**config.mk**
```make
export PLATFORM = sky130hd
export DESIGN_NAME = fac_host_ctrl
export DESIGN_NICKNAME = d
export VERILOG_FILES = /design/src/rtl/fac_host_ctrl.sv
export SDC_FILE = /design/constraint.sdc
export NUM_CORES = 1
export LEC_CHECK = 0
export ABC_AREA = 1
export CORE_MARGIN = 2
export CORE_UTILIZATION = 50
export DETAILED_ROUTE_END_ITERATION = 12
export GPL_TIMING_DRIVEN = 0
export PLACE_DENSITY = 0.82
export SYNTH_ARGS = -nofsm -noshare
export SYNTH_HDL_FRONTEND = slang
export SYNTH_SLANG_ARGS = --single-unit
```
**constraint.sdc**
```tcl
create_clock -name clk -period 2.7 [get_ports clk]
set_clock_uncertainty 0.1 [all_clocks]
set_input_delay 0.405 -clock clk [delete_from_list [all_inputs] [get_ports clk]]
set_output_delay 0.405 -clock clk [all_outputs]
set_load 0.01 [all_outputs]
```
**src/rtl/fac_host_ctrl.sv**
```systemverilog
// fac_host_ctrl: bus master that runs one factorial job on the memory-mapped
// factorial slave and returns the 128-bit result.
//
// Register sequence per command:
//   clear (opclear=1 then 0), intrEn, operand, opstart=1,
//   wait (interrupt or opdone polling),
//   read result_h and result_l, opstart=0.
// If the wait times out, the block writes opstart=0 and then opclear=1,
// and reports an error. The result outputs are left unchanged.
//
// Ports:
//   clk, reset_n                  clock, asynchronous active-low reset
//   cmd_valid/cmd_ready           command handshake (ready only in IDLE)
//   cmd_operand, cmd_use_intr     operand n, completion mode (1=interrupt)
//   rsp_done, rsp_err             one-cycle completion pulse, abort qualifier
//   rsp_result_h/l                upper/lower 64 bits of n!
//   m_req/m_grant/m_wr/m_addr     bus transfer request/accept/direction/address
//   m_dout, m_din                 write data, read data (valid cycle after grant)
//   interrupt                     slave interrupt level
module fac_host_ctrl #(
    parameter logic [15:0] BASE_ADDR = 16'h0000,
    parameter int          POLL_GAP  = 4,
    parameter int          TIMEOUT   = 4096
) (
    input  logic        clk,
    input  logic        reset_n,
    input  logic        cmd_valid,
    output logic        cmd_ready,
    input  logic [63:0] cmd_operand,
    input  logic        cmd_use_intr,
    output logic        rsp_done,
    output logic        rsp_err,
    output logic [63:0] rsp_result_h,
    output logic [63:0] rsp_result_l,
    output logic        m_req,
    input  logic        m_grant,
    output logic        m_wr,
    output logic [15:0] m_addr,
    output logic [63:0] m_dout,
    input  logic [63:0] m_din,
    input  logic        interrupt
);

    localparam logic [2:0] OFF_START = 3'd0;
    localparam logic [2:0] OFF_CLEAR = 3'd1;
    localparam logic [2:0] OFF_DONE  = 3'd2;
    localparam logic [2:0] OFF_IEN   = 3'd3;
    localparam logic [2:0] OFF_OPND  = 3'd4;
    localparam logic [2:0] OFF_RESH  = 3'd5;
    localparam logic [2:0] OFF_RESL  = 3'd6;

    typedef enum logic [3:0] {
        S_IDLE, S_CLR1, S_CLR0, S_INTR, S_OPND, S_START, S_WAIT, S_POLL,
        S_PCHK, S_RDH, S_RDL, S_STOP, S_ABT0, S_ABT1, S_RSP
    } state_t;

    state_t      state;
    state_t      state_next;
    state_t      bus_after;
    logic [63:0] operand;
    logic        intr_mode;
    logic [31:0] tmo_cnt;
    logic [31:0] gap_cnt;
    logic        cap_h;
    logic        cap_l;
    logic        count_en;
    logic        bus_state;
    logic        bus_wr;
    logic [2:0]  bus_off;
    logic [63:0] bus_data;
    logic        req_next;
    logic        wr_next;
    logic [15:0] addr_next;
    logic [63:0] dout_next;

    // Timeout counts only cycles spent waiting; a stalled poll read does not count.
    assign count_en = (state == S_WAIT) || (state == S_PCHK) ||
                      ((state == S_POLL) && !(m_req && !m_grant));

    // Next-state and next bus-output logic.
    always_comb begin
        state_next = state;
        bus_after  = state;
        bus_state  = 1'b0;
        bus_wr     = 1'b0;
        bus_off    = 3'd0;
        bus_data   = 64'd0;
        req_next   = 1'b0;
        wr_next    = m_wr;
        addr_next  = m_addr;
        dout_next  = m_dout;
        case (state)
            S_IDLE: begin
                if (cmd_valid && cmd_ready) begin
                    state_next = S_CLR1;
                end else begin
                    state_next = S_IDLE;
                end
            end
            S_CLR1:  begin bus_state = 1'b1; bus_wr = 1'b1; bus_off = OFF_CLEAR; bus_data = 64'd1; bus_after = S_CLR0; end
            S_CLR0:  begin bus_state = 1'b1; bus_wr = 1'b1; bus_off = OFF_CLEAR; bus_data = 64'd0; bus_after = S_INTR; end
            S_INTR:  begin bus_state = 1'b1; bus_wr = 1'b1; bus_off = OFF_IEN;   bus_data = {63'd0, intr_mode}; bus_after = S_OPND; end
            S_OPND:  begin bus_state = 1'b1; bus_wr = 1'b1; bus_off = OFF_OPND;  bus_data = operand; bus_after = S_START; end
            S_START: begin bus_state = 1'b1; bus_wr = 1'b1; bus_off = OFF_START; bus_data = 64'd1; bus_after = S_WAIT; end
            S_WAIT: begin
                if (tmo_cnt >= 32'(TIMEOUT)) begin
                    state_next = S_ABT0;
                end else if (intr_mode) begin
                    if (interrupt) begin
                        state_next = S_RDH;
                    end else begin
                        state_next = S_WAIT;
                    end
                end else if ((gap_cnt + 32'd1) >= 32'(POLL_GAP)) begin
                    state_next = S_POLL;
                end else begin
                    state_next = S_WAIT;
                end
            end
            S_POLL:  begin bus_state = 1'b1; bus_off = OFF_DONE; bus_after = S_PCHK; end
            // Poll data is on m_din in the cycle right after the read grant.
            S_PCHK: begin
                if (m_din[0]) begin
                    state_next = S_RDH;
                end else begin
                    state_next = S_WAIT;
                end
            end
            S_RDH:   begin bus_state = 1'b1; bus_off = OFF_RESH; bus_after = S_RDL; end
            S_RDL:   begin bus_state = 1'b1; bus_off = OFF_RESL; bus_after = S_STOP; end
            S_STOP:  begin bus_state = 1'b1; bus_wr = 1'b1; bus_off = OFF_START; bus_data = 64'd0; bus_after = S_RSP; end
            S_ABT0:  begin bus_state = 1'b1; bus_wr = 1'b1; bus_off = OFF_START; bus_data = 64'd0; bus_after = S_ABT1; end
            S_ABT1:  begin bus_state = 1'b1; bus_wr = 1'b1; bus_off = OFF_CLEAR; bus_data = 64'd1; bus_after = S_RSP; end
            S_RSP:   state_next = S_IDLE;
            default: state_next = S_IDLE;
        endcase
        // A bus state issues its request when m_req is low. It holds the
        // request until it is granted, and then it drops m_req for one cycle.
        if (bus_state) begin
            if (m_req) begin
                if (m_grant) begin
                    req_next   = 1'b0;
                    state_next = bus_after;
                end else begin
                    req_next   = 1'b1;
                end
            end else begin
                req_next  = 1'b1;
                wr_next   = bus_wr;
                addr_next = BASE_ADDR + {10'd0, bus_off, 3'b000};
                dout_next = bus_data;
            end
        end else begin
            req_next = 1'b0;
        end
    end

    // State, bus outputs, command latch, counters and response registers.
    always_ff @(posedge clk or negedge reset_n) begin
        if (!reset_n) begin
            state        <= S_IDLE;
            m_req        <= 1'b0;
            m_wr         <= 1'b0;
            m_addr       <= 16'd0;
            m_dout       <= 64'd0;
            operand      <= 64'd0;
            intr_mode    <= 1'b0;
            tmo_cnt      <= 32'd0;
            gap_cnt      <= 32'd0;
            cap_h        <= 1'b0;
            cap_l        <= 1'b0;
            cmd_ready    <= 1'b0;
            rsp_done     <= 1'b0;
            rsp_err      <= 1'b0;
            rsp_result_h <= 64'd0;
            rsp_result_l <= 64'd1;
        end else begin
            state  <= state_next;
            m_req  <= req_next;
            m_wr   <= wr_next;
            m_addr <= addr_next;
            m_dout <= dout_next;
            if ((state == S_IDLE) && cmd_valid && cmd_ready) begin
                operand   <= cmd_operand;
                intr_mode <= cmd_use_intr;
                tmo_cnt   <= 32'd0;
            end else if (count_en) begin
                tmo_cnt <= tmo_cnt + 32'd1;
            end
            gap_cnt <= ((state == S_WAIT) && (state_next == S_WAIT)) ? gap_cnt + 32'd1 : 32'd0;
            cap_h   <= (state == S_RDH) && m_req && m_grant;
            cap_l   <= (state == S_RDL) && m_req && m_grant;
            if (cap_h) begin
                rsp_result_h <= m_din;
            end
            if (cap_l) begin
                rsp_result_l <= m_din;
            end
            cmd_ready <= (state_next == S_IDLE);
            rsp_done  <= (state_next == S_RSP);
            rsp_err   <= (state_next == S_RSP) && (state == S_ABT1);
        end
    end

endmodule

```
==> insert_results.sql <==
INSERT INTO impl_metrics (metric_group, metric, value, unit) VALUES
('finish', 'diodes', '0', ''),
('routing', 'dr_iter_0_viols', '929', ''),
('critical_path', 'worstPathArrival', '3.10', 'ns'),
('sta', 'worst_slew_margin_rel', '42.60', '%'),
('routing', 'drt_first_pass_iters', '6', ''),
('floorplan', 'core_region_area', '0.02863', 'mm^2'),
('clocking', 'cts-root-buf', 'sky130_fd_sc_hd__clkbuf_16', ''),
('floorplan', 'start_util', '50.68', '%'),
('outcome', 'failed_checks', 'negative setup slack', ''),
('floorplan', 'rows', '62', ''),
('routing', 'detail_route.wl_per_cell', '17.80', 'um'),
('critical_path', 'r2r_end', 'gap_cnt[22]', ''),
('min_path', 'hold_class', 'in2reg', ''),
('yosys', 'syn_avg_cell_area', '9.601', 'um^2'),
('sta', 'slew_viol_final', '0', ''),
('floorplan', 'num_io_pins', '347', ''),
('yosys', 'dominantRegCellSynth', 'sky130_fd_sc_hd__dfrtp_1', ''),
('yosys', 'synth_edf_count', '0', ''),
('grt', 'grt_pass1_wl', '64850', 'um'),
('flow_run', 'timing.max_cap.violations', '0', ''),
('finish', 'final_nets', '2059', ''),
('routing', 'top_layer_used_by_detailed_routing', 'met4', ''),
('sta', 'max_slew.worst_pin.slew', '0.8610', 'ns'),
('floorplan', 'die_w', '174.3', 'um'),
('grt', 'grt_antenna_before_repair', '0', ''),
('critical_path', 'cp-start-kind', 'register', ''),
('grt', 'globalRoute.totalOverflow', '0', ''),
('routing', 'met3_length', '3187', 'um'),
('clocking', 'cts_htree_levels', '2', ''),
('critical_path', 'worst-r2r-setup-slack', '-0.06', 'ns'),
('clocking', 'ctsLongestPathBuffers', '3', ''),
('yosys', 'yosysWarnings', '0', ''),
('grt', 'grt_start_max_net_pins', '115', ''),
('yosys', 'synth_cell_type_count', '42', ''),
('clocking', 'path_clk_slew', '0.07', 'ns'),
('routing', 'vias', '12320', ''),
('placed_design', 'place.port_buffers', '333', ''),
('sta', 'final-setup-viol-count', '31', ''),
('placed_design', 'place_congestion', '0.9495', ''),
('sta', 'final_min_period_over_clock_period', '102.2', '%'),
('finish', 'areaGrowthSynthToFinish', '39.44', '%'),
('clocking', 'numClockSinks', '335', ''),
('routing', 'antenna_violating_nets_post_route', '0', ''),
('clocking', 'tritoncts', 'yes', ''),
('critical_path', 'sort_of_element_at_the_end_of_the_critical_path', 'register', ''),
('sta', 'final_ws_setup', '-0.05935', 'ns'),
('routing', 'met2WireLength', '21250', 'um'),
('finish', 'final_layout_size_suffix_gt1_share', '17.40', '%'),
('yosys', 'async_reset_ff_share', '100.0', '%'),
('yosys', 'post_synth_instance_area', '0.01451', 'mm^2'),
('sta', 'maxClockFrequency', '362.4', 'MHz'),
('finish', 'filler_cell_count', '1997', ''),
('critical_path', 'crit-reg2reg-launch', 'gap_cnt[1]', ''),
('placed_design', 'place.detailed.hpwl', '29130', 'um'),
('routing', 'routedLengthMet1', '15710', 'um'),
('clocking', 'cts_inserted_buffers', '35', ''),
('placed_design', 'detailedPlace.worstSlack', '-0.3065', 'ns'),
('yosys', 'ys_seq_elements', '335', ''),
('critical_path', 'path_class', 'reg2reg', ''),
('power', 'peakVddDrop', '0.0005616', 'V'),
('grt', 'globalRouteTotalUtil', '26.68', '%'),
('sta', 'rsz0062_at_grt', 'true', ''),
('critical_path', 'worst-path-max-fanout', '8', ''),
('floorplan', 'floorplan.die_area', '0.03039', 'mm^2'),
('critical_path', 'timing.reg2reg.worst_path_depth', '19', ''),
('routing', 'drt-vias-per-instance', '5.283', ''),
('outcome', 'status', 'finished with violations', ''),
('critical_path', 'timing.critical_path.to', 'gap_cnt[22]', ''),
('power', 'power.density_cell_area', '641.0', 'mW/mm^2'),
('yosys', 'syn_inst', '1511', ''),
('critical_path', 'required', '3.04', 'ns'),
('critical_path', 'worst_setup_path_startpoint', 'gap_cnt[1]', ''),
('routing', 'route.detailed.drc', '0', ''),
('clocking', 'clkLatencyLatePin', '0.52', 'ns'),
('power', 'p_total', '12970', 'uW'),
('sta', 'min_period', '2.759', 'ns'),
('routing', 'drt-total-wl', '41510', 'um'),
('floorplan', 'chipHeight', '174.3', 'um'),
('yosys', 'synth.yosys.seq_area_share', '57.80', '%'),
('grt', 'number_of_global_route_vias_before_repair', '12210', ''),
('sta', 'fin_hold_viols', '0', ''),
('power', 'leakagePower', '0.009483', 'uW');
metrics by stage:
step	cells	setup TNS, ns	util, %	cell area [um^2]	hold WS [ns]
after floorplan	1523	0	-	14550	0.009409
after global routing	2332	-7.632	70.67	20230	0.3124
final	2332	-0.9513	70.67	20230	0.3136
after CTS	2307	0	68.51	19610	0.3012
after global placement	2240	-4346.45	64.16	18370	0.3554
after detailed placement	2242	-12.80	64.37	18430	0.3657
critical path, cell delays in order (launching register included):
cell                      delay, ns
sky130_fd_sc_hd__dfrtp_1       0.43
sky130_fd_sc_hd__ha_4          0.21
sky130_fd_sc_hd__nand3_4       0.10
sky130_fd_sc_hd__nor2_4        0.18
sky130_fd_sc_hd__buf_4         0.15
sky130_fd_sc_hd__xnor2_2       0.14
sky130_fd_sc_hd__nand2_1       0.09
sky130_fd_sc_hd__nor2_1        0.13
sky130_fd_sc_hd__nand3_1       0.09
sky130_fd_sc_hd__nor2_1        0.15
sky130_fd_sc_hd__nand3_1       0.11
sky130_fd_sc_hd__nand2_1       0.06
sky130_fd_sc_hd__nand2_1       0.04
sky130_fd_sc_hd__nand2_1       0.05
sky130_fd_sc_hd__nand2_1       0.06
sky130_fd_sc_hd__nand2_2       0.11
sky130_fd_sc_hd__nand4_4       0.09
sky130_fd_sc_hd__buf_12        0.17
sky130_fd_sc_hd__buf_12        0.14
sky130_fd_sc_hd__nor2_2        0.09
cells by family after synthesis:
family / share of synthesized area (%)
AO/OA/AOI/OAI: 5.106
XOR/XNOR: 0.3623
adder cells (fa/ha/maj): 0.2588
buffers and inverters: 5.097
flip-flops: 57.80
multiplexers: 9.936
other: 0.02585
AND/OR/NAND/NOR: 21.42
Yosys cell counts (4+ instances only):
| cell type | n | area [um^2] |
|---|---|---|
| sky130_fd_sc_hd__nand2_1 | 432 | 1622 |
| sky130_fd_sc_hd__dfrtp_1 | 334 | 8358 |
| sky130_fd_sc_hd__mux2_2 | 128 | 1441 |
| sky130_fd_sc_hd__nor2_1 | 100 | 375.4 |
| sky130_fd_sc_hd__inv_1 | 99 | 371.6 |
| sky130_fd_sc_hd__o21ai_0 | 89 | 445.4 |
| sky130_fd_sc_hd__nand3_1 | 87 | 435.4 |
| sky130_fd_sc_hd__clkbuf_1 | 58 | 217.7 |
| sky130_fd_sc_hd__nor2_2 | 41 | 256.5 |
| sky130_fd_sc_hd__a21oi_1 | 33 | 165.2 |
| sky130_fd_sc_hd__nor3_1 | 16 | 80.08 |
| sky130_fd_sc_hd__nand4_1 | 15 | 93.84 |
| sky130_fd_sc_hd__buf_4 | 13 | 97.59 |
| sky130_fd_sc_hd__nand3b_1 | 10 | 75.07 |
| sky130_fd_sc_hd__o21ai_1 | 5 | 25.02 |
| sky130_fd_sc_hd__nand2_2 | 4 | 25.02 |
repair_timing:
item	CTS	global route
resized for setup	7	100
setup buffers	1	22
gates cloned	0	3
endpoints found under the hold margin	109	0
hold buffers	1	0
pin swaps	0	26
setup endpoints to repair	74	85
worst min-delay path by stage:
| stage | startpoint | depth (start not counted) | endpoint | slack [ns] |
|---|---|---|---|---|
| detailed placement | operand[45] | 2 | operand[45] | 0.37 |
| global placement | tmo_cnt[29] | 1 | tmo_cnt[29] | 0.36 |
| CTS | cmd_operand[11] | 3 | operand[11] | 0.30 |
| floorplan | reset_n | 0 | cap_h | 0.009 |
| global route | cmd_operand[31] | 3 | operand[31] | 0.31 |
| finish | cmd_operand[11] | 3 | operand[11] | 0.31 |
state kept, by name, summed over array words and instances, names as in the netlist:
signal	count
rsp_result_l	64
m_wr	1
cap_l	1
cmd_ready	1
rsp_result_h	64
cap_h	1
gap_cnt	32
m_req	1
operand	64
rsp_done	1
m_dout	64
state	4
tmo_cnt	32
intr_mode	1
m_addr	3
rsp_err	1
layout by cell type (no fill, tap or decap), types with 5 or more instances in the layout:
| master | count |
|---|---|
| sky130_fd_sc_hd__nand2_1 | 419 |
| sky130_fd_sc_hd__clkdlybuf4s50_1 | 332 |
| sky130_fd_sc_hd__dfrtp_1 | 328 |
| sky130_fd_sc_hd__mux2_2 | 128 |
| sky130_fd_sc_hd__inv_1 | 96 |
| sky130_fd_sc_hd__o21ai_0 | 86 |
| sky130_fd_sc_hd__nand3_1 | 85 |
| sky130_fd_sc_hd__nor2_1 | 81 |
| sky130_fd_sc_hd__clkbuf_1 | 64 |
| sky130_fd_sc_hd__clkbuf_16 | 39 |
| sky130_fd_sc_hd__nor2_4 | 38 |
| sky130_fd_sc_hd__buf_4 | 35 |
| sky130_fd_sc_hd__a21oi_1 | 32 |
| sky130_fd_sc_hd__nor2_2 | 25 |
| sky130_fd_sc_hd__nor3_1 | 16 |
| sky130_fd_sc_hd__nand4_1 | 15 |
| sky130_fd_sc_hd__conb_1 | 13 |
| sky130_fd_sc_hd__nand2_2 | 12 |
| sky130_fd_sc_hd__nand3b_1 | 10 |
| sky130_fd_sc_hd__clkinv_2 | 8 |
| sky130_fd_sc_hd__dfrtp_2 | 6 |
| sky130_fd_sc_hd__o21ai_1 | 5 |
| sky130_fd_sc_hd__nand2_4 | 5 |
| sky130_fd_sc_hd__clkbuf_8 | 5 |
where the power goes:
group,internal (uW),switching [uW],leakage [uW]
clock network,2800,1970,0.000564
registers,5560,341,0.00455
logic,747,1550,0.00437
routing by layer:
layer	up-vias	GRT usage, %
met3	98	6.759
li1	5702	-
met4	0	8.859
met5	-	0
met2	477	47.65
met1	6044	31.32
final cells by class:
cell class	count	area [um^2]	area share (%)
inverters	103	391.6	1.936
repair buffers	362	3664	18.11
multi-input cells	1010	5783	28.59
clock buffers	49	999.7	4.942
well taps	384	480.5	2.375
clock inverters	14	141.4	0.6990
plain buffers	75	376.6	1.862
flip-flops and latches	335	8392	41.49
Note: power is estimated with default switching activity, not from simulation.
